$ cat src/rtl/pipe_pkg.sv
// pipe_pkg: forwarding selects and pipeline shadow record types
package pipe_pkg;
    localparam int REG_AW = 5;
    localparam logic [1:0] FWD_RF = 2'b00;
    localparam logic [1:0] FWD_EXMEM = 2'b10;
    localparam logic [1:0] FWD_MEMWB = 2'b01;

    typedef logic [REG_AW-1:0] reg_t;

    typedef struct packed {
        logic v;
        reg_t rs;
        reg_t rt;
        logic use_rs;
        logic use_rt;
        reg_t dst;
        logic wr;
        logic load;
    } ex_rec_t;

    typedef struct packed {
        logic v;
        reg_t dst;
        logic wr;
        logic load;
    } mem_rec_t;

    typedef struct packed {
        logic v;
        reg_t dst;
        logic wr;
    } wb_rec_t;

    // A stage only matters when it will really write a register other than $0
    function automatic logic pending(input logic v, input logic wr, input reg_t dst);
        return v && wr && dst != '0;
    endfunction
endpackage

$ cat src/rtl/sat_counter.sv
// sat_counter: event counter that sticks at its maximum value
module sat_counter #(
    parameter int W = 16
) (
    input  logic         CLK,
    input  logic         RSTn,
    input  logic         inc,
    output logic [W-1:0] q
);
    // Count up on inc, hold once all ones
    always_ff @(posedge CLK or negedge RSTn)
        if (!RSTn) q <= '0;
        else if (inc && q != '1) q <= q + 1'b1;
endmodule

$ cat src/rtl/hazard_unit.sv
// hazard_unit: stall, flush and forwarding control for the five-stage pipeline
module hazard_unit
    import pipe_pkg::*;
#(
    parameter int AW = 5,
    parameter int FWD_EN = 1,
    parameter int CNT_W = 16
) (
    input  logic             CLK,
    input  logic             RSTn,
    input  logic             id_valid,
    input  logic [AW-1:0]    id_rs,
    input  logic [AW-1:0]    id_rt,
    input  logic             id_use_rs,
    input  logic             id_use_rt,
    input  logic [AW-1:0]    id_dst,
    input  logic             id_wr,
    input  logic             id_load,
    input  logic             ex_redirect,
    output logic             pc_en,
    output logic             ifid_en,
    output logic             ifid_flush,
    output logic             idex_bubble,
    output logic [1:0]       fwd_a,
    output logic [1:0]       fwd_b,
    output logic [CNT_W-1:0] stall_cnt,
    output logic [CNT_W-1:0] flush_cnt
);
    ex_rec_t  ex;
    mem_rec_t mem;
    wb_rec_t  wb;
    reg_t rs, rt, dst;
    logic use_a, use_b, pend_ex, pend_mem, pend_wb;
    logic raw_ex, raw_mem, raw_wb, stall, flush;

    assign rs = REG_AW'(id_rs);
    assign rt = REG_AW'(id_rt);
    assign dst = REG_AW'(id_dst);

    // Hazard detection; the stall window widens to EX, MEM and WB when there is no forwarding
    always_comb begin
        use_a = id_valid && id_use_rs;
        use_b = id_valid && id_use_rt;
        pend_ex = pending(ex.v, ex.wr, ex.dst);
        pend_mem = pending(mem.v, mem.wr, mem.dst);
        pend_wb = pending(wb.v, wb.wr, wb.dst);
        raw_ex = pend_ex && ((use_a && rs == ex.dst) || (use_b && rt == ex.dst));
        raw_mem = pend_mem && ((use_a && rs == mem.dst) || (use_b && rt == mem.dst));
        raw_wb = pend_wb && ((use_a && rs == wb.dst) || (use_b && rt == wb.dst));
        stall = (FWD_EN != 0) ? (raw_ex && ex.load) : (raw_ex || raw_mem || raw_wb);
        flush = RSTn && ex_redirect;
        pc_en = !stall || flush;
        ifid_en = !stall || flush;
        ifid_flush = flush;
        idex_bubble = stall || flush;
    end

    // ALU operand selects: the younger result in MEM wins over WB
    always_comb begin
        fwd_a = (FWD_EN == 0 || !ex.v || !ex.use_rs) ? FWD_RF :
                (pend_mem && mem.dst == ex.rs) ? FWD_EXMEM :
                (pend_wb && wb.dst == ex.rs) ? FWD_MEMWB : FWD_RF;
        fwd_b = (FWD_EN == 0 || !ex.v || !ex.use_rt) ? FWD_RF :
                (pend_mem && mem.dst == ex.rt) ? FWD_EXMEM :
                (pend_wb && wb.dst == ex.rt) ? FWD_MEMWB : FWD_RF;
    end

    // Shadow records advance every edge; a bubble enters EX as an invalid record
    always_ff @(posedge CLK or negedge RSTn)
        if (!RSTn) begin
            ex <= '0;
            mem <= '0;
            wb <= '0;
        end else begin
            ex <= '{v: id_valid && !idex_bubble, rs: rs, rt: rt, use_rs: id_use_rs,
                    use_rt: id_use_rt, dst: dst, wr: id_wr, load: id_load};
            mem <= '{v: ex.v, dst: ex.dst, wr: ex.wr, load: ex.load};
            wb <= '{v: mem.v, dst: mem.dst, wr: mem.wr};
        end

    sat_counter #(.W(CNT_W)) u_stall (.CLK(CLK), .RSTn(RSTn), .inc(stall && !flush), .q(stall_cnt));
    sat_counter #(.W(CNT_W)) u_flush (.CLK(CLK), .RSTn(RSTn), .inc(flush), .q(flush_cnt));
endmodule

$ cat config.mk
export PLATFORM = sky130hd
export DESIGN_NAME = hazard_unit
export DESIGN_NICKNAME = d
export VERILOG_FILES = /design/src/rtl/pipe_pkg.sv /design/src/rtl/sat_counter.sv /design/src/rtl/hazard_unit.sv
export SDC_FILE = /design/constraint.sdc
export NUM_CORES = 1
export LEC_CHECK = 0
export ABC_CLOCK_PERIOD_IN_PS = 4050
export CAP_MARGIN = 20
export CORE_MARGIN = 4
export CORE_UTILIZATION = 55
export DETAILED_ROUTE_END_ITERATION = 8
export GPL_ROUTABILITY_DRIVEN = 0
export PLACE_DENSITY = 0.95
export SETUP_SLACK_MARGIN = 0.1
export SKIP_CTS_REPAIR_TIMING = 1
export SLEW_MARGIN = 15
export SYNTH_ARGS = -nofsm -noshare
export SYNTH_HDL_FRONTEND = slang
export SYNTH_HIERARCHICAL = 1
export SYNTH_SLANG_ARGS = --single-unit
$ cat constraint.sdc
create_clock -name CLK -period 4.05 [get_ports CLK]
set_input_delay 1.0125 -clock CLK [delete_from_list [all_inputs] [get_ports CLK]]
set_output_delay 1.0125 -clock CLK [all_outputs]
set_load 0.01 [all_outputs]
Yosys cells after proc, flatten, opt, wreduce, memory -nomap -nowiden --
Index checks and enable logic that the tools add are counted.
Word-level totals: bits in registers 66, word-level logic and storage cells 67, output and inout port bits 40
Cells by class: muxes and demuxes 6, equal/unequal tests 8, $add $sub $neg 2, reduce and logical (&&, ||, !) cells 35
Operator list (count):
- $add 16x1->16 const B | 2
- $ne 16x16->1 const B | 2
- $eq 5x5->1 | 6
- $logic_and 1x1->1 | 21
- $reduce_bool 5->1 | 3
- $mux 2 | 4
- $logic_not 1->1 | 6
- $logic_or 1x1->1 | 5
- $mux 1 | 2

Depth between registers and ports, before layout --
word-level depth 8, depth in mapped cells 8, gate-level depth less buffers 8

Modules after synthesis --
Netlist, hierarchy kept.
By module, submodules not included:
- sat_counter | instances 2, cells each 72, area each 859.6 µm²
- hazard_unit | instances 1, cells each 97, area each 1313.8 µm²

Least setup slack after synthesis --
No wires, ideal clock.
path type input to output, start input port id_rt[0], end output port pc_en, path buffers 1, stages 5, path slack 1198 ps, required time 3038 ps, data arrival time 1840 ps, cells stage by stage xnor2_1 nand4_1 o22ai_1 nand3_1 buf_4
Between the ends: longest elaborated chain between the ends 7
RTL lines:
- start: declaration | RTL line hazard_unit.sv:13 | input logic [AW-1:0] id_rt,
- $eq 5x5->1 | RTL line hazard_unit.sv:47 | raw_ex = pend_ex && ((use_a && rs == ex.dst) || (use_b && rt == ex.dst));
- $logic_and 1x1->1 | RTL line hazard_unit.sv:47
- $logic_or 1x1->1 | RTL line hazard_unit.sv:47
- $logic_and 1x1->1 | RTL line hazard_unit.sv:47
- $logic_and 1x1->1 | RTL line hazard_unit.sv:50 | stall = (FWD_EN != 0) ? (raw_ex && ex.load) : (raw_ex || raw_mem || raw_wb);
- $logic_not 1->1
- $logic_or 1x1->1
- end: declaration | RTL line hazard_unit.sv:20 | output logic pc_en,
Every way passes these cells.

Worst setup path after layout --
start input port id_rt[0], end output port idex_bubble
Between the ends: longest elaborated chain between the ends 6
RTL lines:
- $eq 5x5->1 | RTL line hazard_unit.sv:47
- $logic_and 1x1->1 | RTL line hazard_unit.sv:47
- $logic_or 1x1->1 | RTL line hazard_unit.sv:47
- $logic_and 1x1->1 | RTL line hazard_unit.sv:47
- $logic_and 1x1->1 | RTL line hazard_unit.sv:50
- $logic_or 1x1->1 | RTL line hazard_unit.sv:55 | idex_bubble = stall || flush;
- end: declaration | RTL line hazard_unit.sv:23 | output logic idex_bubble,
Every way passes these cells.

==> qor.txt <==
run status = complete, no violations
Critical Path Stages = 7
Antenna Nets Post-Route = 0
Max Clock Skew = 0.00964 ns
RSZ-0062 raised after global routing = no
Clk pin slew, worst setup/hold paths = 0.07 ns
first-pass GRT wire length = 12100 µm
largest net degree at the start of global routing = 67
Crit. End Element = primary output
Clock Root Buffer = clkbuf_8
HPWL after DPL = 5230 µm
Max-Cap Viols = 0
multiplexer share of the synthesized area = 0.00743
RR Endpoint = u_stall/q[7]
Psw = 405 µW
XOR/XNOR Fraction of Synth Area = 0.127
number of global-route vias before repair = 2390
crit-path cells = clkdlybuf4s50_1 > xnor2_1 > nand4_1 > o22ai_1 > buf_4 > a21o_1 > clkdlybuf4s50_1
Critical Path RT = 3.04 ns
antenna cell count = 0
Syn Std Cell Area = 0.00303 mm²
total CTS buffers = 9
Netlist cell types = 35
Final setup viols = 0
most frequent cells in the layout = 66 x dfrtp_1, 61 x clkdlybuf4s50_1, 28 x xnor2_1, 20 x nand4_1
P_int = 1130 µW
r2r worst-path depth = 9
Min-Delay Endpoint = wb[6]
complex-gate fraction of the synthesized area = 0.0895
Final Hold Viols = 0
flop-to-flop setup slack = 1.59 ns
number of synthesized flops with an enable pin = 0
hold_sp = mem[7]
TritonCTS clock tree = done
DR vias = 2303
Synthesized Nets = 266
Tot Pwr = 1540 µW
IO buf count = 62
htree depth = 3
Synth Area in Simple Gates = 0.219
synth top area cells = dfrtp_1 54%, xnor2_1 8.1%, xor2_1 4.6%
power per cell area = 390 mW/mm²
Crit Path Class = in -> out
Initial DRT Pass Iterations = 4
Buf/Inv on CP = 3
leak pwr = 0.00165 µW
Slew Viols, Final = 0
ys flop type = dfrtp_1
clk_lat worst skew = 0.34 ns
worst vdd ir = 0.000367 V
share of post-route cells with drive strength above 1 = 0.125
startpoint types = input pin
final wirelength = 7160 µm
Final period util = 0.949
Cells after Synth = 241
Slew @ Worst Pin = 0.799 ns
clock sinks = 66
setup TNS = 0 ns
synthesis-to-layout area growth = 30.2%
Top delay family on crit path = buffers and inverters
commonest non-fill, non-tap cell in the layout = dfrtp_1
Seq pwr share = 0.501
CP arrival = 2.83 ns
worst-path maximum fanout = 4
Initial Util = 0.579
async set-or-reset flop fraction in the synthesized netlist = 1.00
Sw Share = 0.263
Most common cell on crit path = clkdlybuf4s50_1
Final #Nets = 340
Std-Cell Rows = 26
Hold Crit Depth = 0
Die Ht = 82.3 µm
clk buf depth = 2
adder-cell share of the synthesized area = 0.00825
CP max stage delay = 0.54 ns
initial antenna violation count = 0
Hold Crit Class = reg -> reg
Vias/cell = 5.91
slowest CP cell = clkdlybuf4s50_1
post-synthesis sequential area ratio = 0.545
Highest Clock Rate = 0.260 GHz
post-synth top area share = 0.545
FF+latch count, synth = 66
Core Box Area = 0.00524 mm²
Comb pwr share = 0.132
GRT Resource Usage Total = 0.241
Max-slew headroom = 0.467
DR DRC count = 0
Ports = 63
1st-iter DRT viols = 170
Core Util, Final = 0.754
syn avg cell area = 12.6 µm²
Clk pwr share = 0.367
post-detailed-route wirelength per cell = 18.4 µm
minimum clock period = 3.84 ns
main combinational cell family by area after synthesis = simple AND/OR/NAND/NOR gates
Synth area leader = dfrtp_1
synth warn = 6
DIE WIDTH = 82.3 µm
total gr overflow = 0
r2r startpoint = ex[2]
die area = 0.00677 mm²
## area by class of cell
cell class / count / area [µm²]
Multi-Input combinational cell: 173 / 1370
Fill cell: 347 / 1290
Inverter: 1 / 3.75
Timing Repair Buffer: 64 / 631
Tap cell: 70 / 87.6
Sequential cell: 66 / 1650
Clock buffer: 12 / 155
Clock inverter: 4 / 50.0
## registers in the layout, indices dropped and copies added (netlist names)
signal and count:
wb 7, mem 7, u_stall/q 16, u_flush/q 16, ex 20
## worst register-to-register path: cells and delay by family, from the launching register on
family	cells	cell delay, ns
DFF	1	0.44
and+or+nand+nor	4	1.10
AOI/OAI and AO/OA	3	0.47
xor gates and xnor gates	1	0.22
buffers and inverters	1	0.16
## cell usage after synthesis, types with 2 or more instances
master and n:
a21oi_1 8, a31oi_1 6, a32oi_1 2, and3_1 7, and4_1 2, and4_2 2, and4_4 2, and4b_1 2
dfrtp_1 66, ha_1 2, mux2_1 2, nand2_1 10, nand3_1 16, nand3_4 2, nand4_1 20, nand4_2 2
nand4_4 2, nor2_1 5, nor2_2 2, nor3_1 2, nor3_2 3, nor4_1 4, nor4_4 4, o211ai_1 3
o21a_1 10, o21ai_0 2, o31ai_4 2, or4_1 2, xnor2_1 28, xor2_1 16
## logic make-up after synthesis
logic type,count (synthesis)
AO/OA/AOI/OAI,36
buffers and inverters,2
XOR/XNOR,44
flip-flops,66
adder cells (fa/ha/maj),2
multiplexers,2
AND/OR/NAND/NOR,89
## layer usage
metal,part of all wire,wire [µm],global-route usage
met2,0.51,3620,0.393
met4,0.013,90,0.0764
met5,0,0,0
met1,0.43,3060,0.313
met3,0.054,388,0.0651
## worst max path at each step
stage / startpoint / endpoint
after floorplan: id_rt[0] / pc_en
after global placement: id_rt[3] / idex_bubble
after detailed placement: id_rt[0] / idex_bubble
after CTS: id_rt[0] / idex_bubble
after global routing: id_rt[0] / idex_bubble
final: id_rt[0] / idex_bubble
## stage by stage
stage | hold slack (ns) | area [µm²] | cells | worst slack, ns
3_3_place_gp | 0.376 | 3740 | 374 | 0.310
6_report | 0.408 | 3950 | 390 | 0.207
3_5_place_dp | 0.387 | 3740 | 374 | 0.226
2_1_floorplan | 0.354 | 3030 | 241 | 1.20
5_1_grt | 0.416 | 3950 | 390 | 0.131
4_1_cts | 0.403 | 3950 | 390 | 0.207
## power by group through the flow
| stage | clock (µW) | sequential, µW | combinational, µW |
|---|---|---|---|
| 6_report | 564 | 771 | 204 |
| 5_1_grt | 598 | 779 | 219 |
| 4_1_cts | 571 | 771 | 205 |
| 3_5_place_dp | 0 | 783 | 203 |
| 3_3_place_gp | 0 | 780 | 193 |
| 2_1_floorplan | 0 | 781 | 77.0 |
No activity file was read; power rests on OpenSTA's default activity.
